==> config.mk <==
export PLATFORM = sky130hd
export DESIGN_NAME = ctrl_sequencer
export DESIGN_NICKNAME = d
export VERILOG_FILES = /design/src/rtl/ctrl_pkg.sv /design/src/rtl/ctrl_decode.sv /design/src/rtl/ctrl_sequencer.sv
export SDC_FILE = /design/constraint.sdc
export NUM_CORES = 1
export LEC_CHECK = 0
export CORE_AREA = 2 2 52 54
export CTS_BUF_LIST = sky130_fd_sc_hd__clkbuf_4 sky130_fd_sc_hd__clkbuf_8
export DETAILED_ROUTE_END_ITERATION = 6
export DIE_AREA = 0 0 54 56
export PLACE_DENSITY = 0.73
export SYNTH_ARGS = -nofsm -noshare
export SYNTH_HDL_FRONTEND = slang
export SYNTH_HIERARCHICAL = 1
export SYNTH_SLANG_ARGS = --single-unit
export TNS_END_PERCENT = 5
==> constraint.sdc <==
create_clock -name clk -period 1.98 [get_ports clk]
set_clock_uncertainty 0.1 [all_clocks]
set_input_delay 0.396 -clock clk [delete_from_list [all_inputs] [get_ports clk]]
set_output_delay 0.396 -clock clk [all_outputs]
set_load 0.02 [all_outputs]
==> src/rtl/ctrl_pkg.sv <==
`default_nettype none
// ============================================================================
// Module   : ctrl_pkg
// Brief    : Shared opcodes, phase encodings, error codes and control word
//            for the VeriRISC control sequencer.
// Revision : 1.0 - initial release
// ============================================================================
package ctrl_pkg;

    localparam logic [2:0] HLT = 3'd0;
    localparam logic [2:0] SKZ = 3'd1;
    localparam logic [2:0] ADD = 3'd2;
    localparam logic [2:0] AND = 3'd3;
    localparam logic [2:0] XOR = 3'd4;
    localparam logic [2:0] LDA = 3'd5;
    localparam logic [2:0] STO = 3'd6;
    localparam logic [2:0] JMP = 3'd7;

    typedef enum logic [2:0] {
        PH_ADDR    = 3'd0,
        PH_FETCH   = 3'd1,
        PH_LOAD    = 3'd2,
        PH_IDLE    = 3'd3,
        PH_OPADDR  = 3'd4,
        PH_OPFETCH = 3'd5,
        PH_ALU     = 3'd6,
        PH_STORE   = 3'd7
    } phase_t;

    localparam logic [1:0] ERR_NONE    = 2'd0;
    localparam logic [1:0] ERR_TIMEOUT = 2'd1;
    localparam logic [1:0] ERR_ILLEGAL = 2'd2;

    typedef enum logic {
        SRC_OPCODE  = 1'b0,
        SRC_TIMEOUT = 1'b1
    } halt_src_t;

    typedef struct packed {
        logic sel;
        logic rd;
        logic ld_ir;
        logic inc_pc;
        logic halt;
        logic ld_ac;
        logic wr;
        logic ld_pc;
        logic data_e;
    } ctrl_t;

endpackage
`default_nettype wire

==> src/rtl/ctrl_decode.sv <==
`default_nettype none
// ============================================================================
// Module   : ctrl_decode
// Brief    : Combinational decode of phase/opcode/zero/halted into the
//            control word plus the opcode classes the sequencer needs.
// Revision : 1.0 - initial release
// ============================================================================
module ctrl_decode
    import ctrl_pkg::*;
#(
    parameter int OPC_W = 3
) (
    input  phase_t           i_phase,
    input  logic [OPC_W-1:0] i_opcode,
    input  logic             i_zero,
    input  logic             i_halted,
    output ctrl_t            o_ctrl,
    output logic             o_is_hlt,
    output logic             o_is_alu,
    output logic             o_is_sto,
    output logic             o_is_ill
);

    logic       w_ill;
    logic [2:0] w_op;
    logic       w_hlt;
    logic       w_skz;
    logic       w_alu;
    logic       w_sto;
    logic       w_jmp;

    assign w_op = i_opcode[2:0];

    // Any bit above the 3-bit opcode space marks the instruction illegal.
    generate
        if (OPC_W > 3) begin : g_wide_opc
            assign w_ill = |i_opcode[OPC_W-1:3];
        end else begin : g_narrow_opc
            assign w_ill = 1'b0;
        end
    endgenerate

    always_comb begin
        w_hlt = 1'b0;
        w_skz = 1'b0;
        w_alu = 1'b0;
        w_sto = 1'b0;
        w_jmp = 1'b0;
        if (!w_ill) begin
            case (w_op)
                HLT:                w_hlt = 1'b1;
                SKZ:                w_skz = 1'b1;
                ADD, AND, XOR, LDA: w_alu = 1'b1;
                STO:                w_sto = 1'b1;
                JMP:                w_jmp = 1'b1;
                default:            w_hlt = 1'b0;
            endcase
        end
    end

    always_comb begin
        o_ctrl = '0;
        if (i_halted) begin
            o_ctrl.halt = 1'b1;
        end else begin
            case (i_phase)
                PH_ADDR: o_ctrl.sel = 1'b1;
                PH_FETCH: begin
                    o_ctrl.sel = 1'b1;
                    o_ctrl.rd  = 1'b1;
                end
                PH_LOAD, PH_IDLE: begin
                    o_ctrl.sel   = 1'b1;
                    o_ctrl.rd    = 1'b1;
                    o_ctrl.ld_ir = 1'b1;
                end
                PH_OPADDR: begin
                    o_ctrl.inc_pc = 1'b1;
                    o_ctrl.halt   = w_hlt | w_ill;
                end
                PH_OPFETCH: o_ctrl.rd = w_alu;
                PH_ALU: begin
                    o_ctrl.rd     = w_alu;
                    o_ctrl.inc_pc = w_skz & i_zero;
                    o_ctrl.ld_pc  = w_jmp;
                    o_ctrl.data_e = w_sto;
                end
                PH_STORE: begin
                    o_ctrl.rd     = w_alu;
                    o_ctrl.ld_ac  = w_alu;
                    o_ctrl.wr     = w_sto;
                    o_ctrl.ld_pc  = w_jmp;
                    o_ctrl.data_e = w_sto;
                end
                default: o_ctrl = '0;
            endcase
        end
    end

    assign o_is_hlt = w_hlt;
    assign o_is_alu = w_alu;
    assign o_is_sto = w_sto;
    assign o_is_ill = w_ill;

endmodule
`default_nettype wire

==> src/rtl/ctrl_sequencer.sv <==
`default_nettype none
// ============================================================================
// Module   : ctrl_sequencer
// Brief    : 8-phase VeriRISC sequencer with memory wait-state stalls,
//            sticky halt/resume and timeout / illegal-opcode reporting.
// Revision : 1.0 - initial release
// ============================================================================
module ctrl_sequencer
    import ctrl_pkg::*;
#(
    parameter int OPC_W    = 3,
    parameter int TIMEOUT  = 15,
    parameter bit EN_STALL = 1'b1
) (
    input  logic             clk,
    input  logic             rst,
    input  logic             en,
    input  logic [OPC_W-1:0] opcode,
    input  logic             zero,
    input  logic             mem_rdy,
    input  logic             resume,
    output logic             sel,
    output logic             rd,
    output logic             ld_ir,
    output logic             inc_pc,
    output logic             halt,
    output logic             ld_ac,
    output logic             wr,
    output logic             ld_pc,
    output logic             data_e,
    output logic [2:0]       phase,
    output logic [1:0]       err,
    output logic             halted
);

    localparam int               CNT_W     = $clog2(TIMEOUT + 1);
    localparam logic [CNT_W-1:0] C_CNT_MAX = CNT_W'(TIMEOUT);

    phase_t           r_phase;
    logic             r_halted;
    logic [1:0]       r_err;
    halt_src_t        r_halt_src;
    logic [CNT_W-1:0] r_stall_cnt;

    ctrl_t w_ctrl;
    ctrl_t w_out;
    logic  w_is_hlt;
    logic  w_is_alu;
    logic  w_is_sto;
    logic  w_is_ill;
    logic  w_mem_rdy;
    logic  w_stall_pt;
    logic  w_wait;
    logic  w_timeout;

    ctrl_decode #(
        .OPC_W (OPC_W)
    ) u_decode (
        .i_phase  (r_phase),
        .i_opcode (opcode),
        .i_zero   (zero),
        .i_halted (r_halted),
        .o_ctrl   (w_ctrl),
        .o_is_hlt (w_is_hlt),
        .o_is_alu (w_is_alu),
        .o_is_sto (w_is_sto),
        .o_is_ill (w_is_ill)
    );

    // With stalls disabled the handshake is treated as permanently ready.
    assign w_mem_rdy  = mem_rdy | ~EN_STALL;
    assign w_stall_pt = (r_phase == PH_IDLE) ||
                        ((r_phase == PH_STORE) && (w_is_alu || w_is_sto));
    assign w_wait     = w_stall_pt && !w_mem_rdy;
    assign w_timeout  = w_wait && (r_stall_cnt == C_CNT_MAX);

    always_ff @(posedge clk) begin
        if (rst) begin
            r_phase     <= PH_ADDR;
            r_halted    <= 1'b0;
            r_err       <= ERR_NONE;
            r_halt_src  <= SRC_OPCODE;
            r_stall_cnt <= '0;
        end else if (r_halted) begin
            if (resume) begin
                r_halted    <= 1'b0;
                r_err       <= ERR_NONE;
                r_stall_cnt <= '0;
                // A timeout halt leaves the phase alone so the stall is retried.
                if (r_halt_src == SRC_OPCODE) begin
                    r_phase <= PH_OPFETCH;
                end
            end
        end else if (en) begin
            if ((r_phase == PH_OPADDR) && (w_is_hlt || w_is_ill)) begin
                r_halted   <= 1'b1;
                r_err      <= w_is_ill ? ERR_ILLEGAL : ERR_NONE;
                r_halt_src <= SRC_OPCODE;
            end else if (w_wait) begin
                if (w_timeout) begin
                    r_halted   <= 1'b1;
                    r_err      <= ERR_TIMEOUT;
                    r_halt_src <= SRC_TIMEOUT;
                end else begin
                    r_stall_cnt <= r_stall_cnt + 1'b1;
                end
            end else begin
                r_phase     <= phase_t'(r_phase + 3'd1);
                r_stall_cnt <= '0;
            end
        end
    end

    assign w_out  = rst ? '0 : w_ctrl;
    assign sel    = w_out.sel;
    assign rd     = w_out.rd;
    assign ld_ir  = w_out.ld_ir;
    assign inc_pc = w_out.inc_pc;
    assign halt   = w_out.halt;
    assign ld_ac  = w_out.ld_ac;
    assign wr     = w_out.wr;
    assign ld_pc  = w_out.ld_pc;
    assign data_e = w_out.data_e;
    assign phase  = r_phase;
    assign err    = r_err;
    assign halted = r_halted;

endmodule
`default_nettype wire
---- After elaboration in Yosys (flattened, before gate mapping) ----
Cells that the tools add are included.
word-level totals
  flip-flop bits (word level) ............. 11
  input port bits ......................... 9
  output and inout port bits .............. 15
  word-level logic and storage cells ...... 96
cells by class
  add/subtract/negate cells ............... 2
  equal/unequal tests ..................... 20
  mux-type cells .......................... 43
  bitwise logic cells ..................... 2
  reductions and logical operators ........ 24
operators by type and width
  operator             count
  $mux 4               8
  $eq 3x3->1 const B   8
  $mux 1               18
  $mux 3               6
  $mux 2               8
  $eq 3x2->1 const B   4
  $reduce_and 4->1     3
  $mux 9               1
  $ne 2x2->1 const B   4
  $reduce_or 4->1      2
  $eq 3x1->1 const B   2
  $logic_not 3->1      2
  $reduce_bool 2->1    3
  $reduce_bool 3->1    2
  $reduce_or 3->1      2
  $reduce_and 5->1     1
  $add 4x1->4 const B  1
  $eq 4x4->1 const B   1
  $logic_and 1x1->1    4
  $pmux 1 s2           2
  $reduce_or 2->1      2
  $add 3x1->3 const B  1
  $ne 3x3->1 const B   1
  $logic_or 1x1->1     2
  other kinds (3)      3

---- Logic depth before layout (Yosys ltp) ----
  word-level depth ........................ 13
  depth in mapped cells ................... 7
  mapped depth without buffers ............ 7

---- By module ----
The synthesis kept the hierarchy.
by module, submodules not included
  module          times used  cells each  area an instance (µm²)  sequential area each (µm²)
  ctrl_sequencer  1           84          693.2                   220.2
  ctrl_decode     1           22          132.6                   0.0

---- Least setup slack after synthesis ----
OpenSTA, ideal clock, no wires.
  kind .................................... register to register
  from .................................... register r_phase[1], in the netlist phase[1]
  to ...................................... register r_stall_cnt[3]
  setup time .............................. 0.070 ns
  data arrival time ....................... 1.929 ns
  data required time ...................... 1.810 ns
  setup slack ............................. -0.119 ns
  cell stages (with the launch flop) ...... 7
  buffers on the path ..................... 0
  clock period less this slack ............ 2.099 ns
  path through ............................ dfxtp_1 -> ha_1 -> ha_1 -> o21ai_2 -> a211o_1 -> or4_1 -> a21oi_1
between the ends
  longest elaborated chain between the ends .. 8
  elaborated cells on any way between the ends .. 15
  those cells by class .................... 5 x eq/ne; 4 x mux; 6 x reduce/logical
RTL lines
  item                    RTL line               RTL
  start, declared         ctrl_sequencer.sv:39   phase_t r_phase;
  start signal, assigned  ctrl_sequencer.sv:108  r_phase <= phase_t'(r_phase + 3'd1);
  $eq 3x3->1              ctrl_sequencer.sv:73   ((r_phase == PH_STORE) && (w_is_alu || w_is_sto));
  $logic_and 1x1->1       ctrl_sequencer.sv:73
  $logic_or 1x1->1        ctrl_sequencer.sv:72   assign w_stall_pt = (r_phase == PH_IDLE) ||
  $logic_and 1x1->1       ctrl_sequencer.sv:74   assign w_wait = w_stall_pt && !w_mem_rdy;
  $mux 4                  ctrl_sequencer.sv:99   end else if (w_wait) begin
  $mux 4                  ctrl_sequencer.sv:95   if ((r_phase == PH_OPADDR) && (w_is_hlt || w_is_ill)) begin
  $mux 4                  ctrl_sequencer.sv:94   end else if (en) begin
  $mux 4                  ctrl_sequencer.sv:84   end else if (r_halted) begin
  end signal, assigned    ctrl_sequencer.sv:105  r_stall_cnt <= r_stall_cnt + 1'b1;
  end, declared           ctrl_sequencer.sv:43   logic [CNT_W-1:0] r_stall_cnt;
Parallel ways exist; a longest one is shown, timed or not. The select of a mux whose other input is x is not followed.
A chain may end at the register's enable or synchronous reset.

==> results by group <==
Pwr
  – Power, Total: approximately 600 uW
  – Static Leak: between 0.0005 and 0.0006 uW
  – PwrDens: between 400 and 500 nW/um2
  – Peak supply drop: about 0.32 mV

Clock network
  – Root Buffer: clkbuf_4
  – Total CTS buffers: 3
  – Num Clock Sinks: 11
  – Hold buffer count at cts: 0
  – CTS H-Tree Depth: 1
  – CTS max path bufs: 2
  – Number of setup buffers added after CTS: 0
  – Clk slew on worst S/H paths: ~70 ps
  – CTS tree: built
  – Worst skew pair latency: 270 ps

Critical path
  – Crit path largest cell delay: 350 ps
  – Crit Path Max Fanout: 4
  – Crit-path cells: nand3b_1 -> nor3_1 -> nor2b_1 -> buf_2
  – Slowest stage cell, crit path: dfxtp_1
  – Worst path top cell family by delay: simple AND/OR/NAND/NOR gates
  – CP Buf/Inv Count: 1
  – Cells on worst reg2reg path: 6
  – Reg2Reg Setup Slack: 80 ps
  – CP Launch Type: flop
  – End of the worst register-to-register path: r_stall_cnt[3]$_SDFFE_PP0P_
  – WP data required: ~1500 ps
  – Arr. time, crit path: around 1400 ps
  – CP Capture Type: primary output
  – Reg2Reg Launch Point: phase[0]$_SDFFE_PP0P_
  – Setup CP Type: reg2out

Global route
  – Pin count of the biggest net entering global routing: 12
  – Vias in the first global route: approximately 840
  – GRT Util Overall: 14.41%
  – Initial antenna violation count: 0
  – First-pass GRT wire length: 3394 um
  – Grt ovf: 0

Floorplanning
  – Core area: around 2400 um2
  – Die width: 54 um
  – Height of the die: 56 um
  – Die area: 3024 um2
  – Initial Util: 33.95%
  – Row cnt: 18
  – Io pins: 24

Timing
  – Final hold violations: 0
  – Setup violators final: 0
  – Fmax: 521.8 MHz
  – Post-layout worst setup margin: 63.41 ps
  – Fin. max-slew vios: 0
  – Final period util: 96.80%
  – Final min period: 1917 ps

Synthesis
  – Mapped cell area: 825.8 um2
  – Seq/Total Area, Yosys: a little over a quarter
  – Synth async-reset ratio: 0%
  – Number of synthesized register bits: 11
  – Synth top cells by count: a21oi_1 (11), dfxtp_1 (11), inv_1 (10), nor2_1 (9), nor2b_1 (9)
  – Syn Nets: 120
  – Total number of yosys warnings: 6
  – Top-area cell type share of the netlist area: 26.67%
  – Leading area contributor after synthesis: dfxtp_1
  – Cells after Synth: about 110
  – Main area contributors after synthesis: dfxtp_1 (27%), ha_1 (7.6%), nor2b_1 (6.8%), a21oi_1 (6.7%), inv_1 (4.5%)
  – Number of synthesized flops with an enable pin: 0
  – Post-synthesis area per instance: 7.790 um2
  – Netlist cell types: 35
  – Top_reg_cell synth: dfxtp_1

Layout
  – Fillers: 240
  – Finished Core Util: 52.11%
  – Final #Nets: 162
  – Antenna cells: 0
  – Syn-to-layout area delta: 53.49%
  – Share of cells above drive strength 1: 33.33%

Place
  – Worst slack at placement: -684.1 ps
  – Gpl congestion: 0.8011
  – Port bufs: 23
  – Post-DP HPWL: 1601 um

Detailed routing
  – DR vias/cell: 5.164
  – Via count: 914
  – Drc violations: 0
  – Routed Wire Length: 2073 um
  – Routed length per instance: 11.71 um
  – DRT iter0 DRCs: 14
  – Post-route ant nets: 0
  – DRT Pass-1 Iters: 4

Worst hold path
  – Min-Delay Endpoint: err[1]$_SDFFE_PP0P_
  – Hold Crit Depth: 2
  – Hold WC Path Type: reg2reg
  – Hold Path Origin: err[1]$_SDFFE_PP0P_

Run status
  – Status: finished clean

Job
  – Max Cap Viol: 0
-- cell usage in the layout, fill, tap and decap left out, types with 2 or more instances in the layout --
cell type        count
nor3_1               3
clkbuf_4             4
dlymetal6s2s_1       2
ha_1                 4
inv_1               10
nor2b_1              9
dlygate4sd2_1        2
a21oi_1             10
nand3b_1             2
and2_1               4
clkbuf_2             3
nor2_1               9
buf_4               17
nand3_1              3
nand2b_1             2
buf_6                3
buf_2                4
dfxtp_2              2
o21ai_0              3
dfxtp_1              8
nand2_1              3
nor4_1               2
a211oi_1             3
a211oi_2             2
o21ai_2              2
clkdlybuf4s50_1      9
-- metal layers --
metal | vias up | track usage, % | wire, um
met2 | 24 | 23.69 | 971
met5 | - | 0 | 0
met4 | 0 | 5.357 | 33
met3 | 5 | 1.882 | 133
li1 | 462 | - | -
met1 | 423 | 18.60 | 935
-- timing repair --
item | 4_1_cts | 5_1_grt
endpoints found under the setup margin | 20 | 20
pin swaps | 4 | 7
gates resized for setup | 43 | 15
endpoints found under the hold margin | 0 | 0
-- worst max-delay path by stage --
stage | from | cells after the start | slack [ps] | to
floorplan | phase[1]$_SDFFE_PP0P_ | 6 | 20 | r_stall_cnt[3]$_SDFFE_PP0P_
global route | phase[0]$_SDFFE_PP0P_ | 8 | -5 | phase[2]$_SDFFE_PP0P_
global placement | opcode[2] | 6 | -660 | halt
finish | halted$_SDFF_PP0_ | 4 | 60 | data_e
detailed placement | opcode[1] | 5 | -680 | inc_pc
CTS | opcode[0] | 9 | -200 | phase[2]$_SDFFE_PP0P_
-- area by class of cell --
cell class	instances	area, um2	share of cell area, %
Sequential cell	11	226.5	17.87
Tap cell	30	37.54	2.961
Clock buffer	4	30.03	2.369
Multi-Input combinational cell	81	586.8	46.30
Inverter	10	37.54	2.961
Timing Repair Buffer	41	349.1	27.54
-- flip-flops by register name (all words and copies together) (netlist names) --
name / count
phase: 3
err: 2
r_stall_cnt: 4
r_halt_src: 1
halted: 1
-- kinds of logic after synthesis --
kind of cell / after synthesis / share of synthesized area (%)
AO/OA/AOI/OAI: 29 / 24.55
XOR/XNOR: 1 / 1.061
adder cells (fa/ha/maj): 5 / 7.576
buffers and inverters: 14 / 7.728
flip-flops: 11 / 26.67
multiplexers: 2 / 2.576
other: 1 / 0.4541
AND/OR/NAND/NOR: 43 / 29.39
-- report_power, final --
part | internal [uW] | switching [uW] | leakage, uW | total, uW
Sequential | 229 | 10.5 | 0.0000905 | 240
Clock | 91.8 | 79.5 | 0.0000184 | 171
Combinational | 97.0 | 94.2 | 0.000432 | 191
-- metrics by stage --
| stage | std cells | hold WS [ps] | setup TNS, ps | area (um2) |
|---|---|---|---|---|
| after floorplan | 106 | 353.0 | 0 | 828.3 |
| after global placement | 173 | 356.9 | -9664 | 1217 |
| after detailed placement | 173 | 364.4 | -9708 | 1217 |
| after CTS | 177 | 380.0 | -910.9 | 1245 |
| after global routing | 177 | 424.5 | -5.384 | 1267 |
| final | 177 | 377.9 | 0 | 1267 |
-- worst reg2reg max path, cell delays in order, from the launching register on --
cell and delay [ps]:
dfxtp_2 380, ha_2 190, ha_1 130, inv_1 70, a211o_1 330, or4_4 520
a21oi_2 120
No activity file was read; power rests on OpenSTA's default activity.
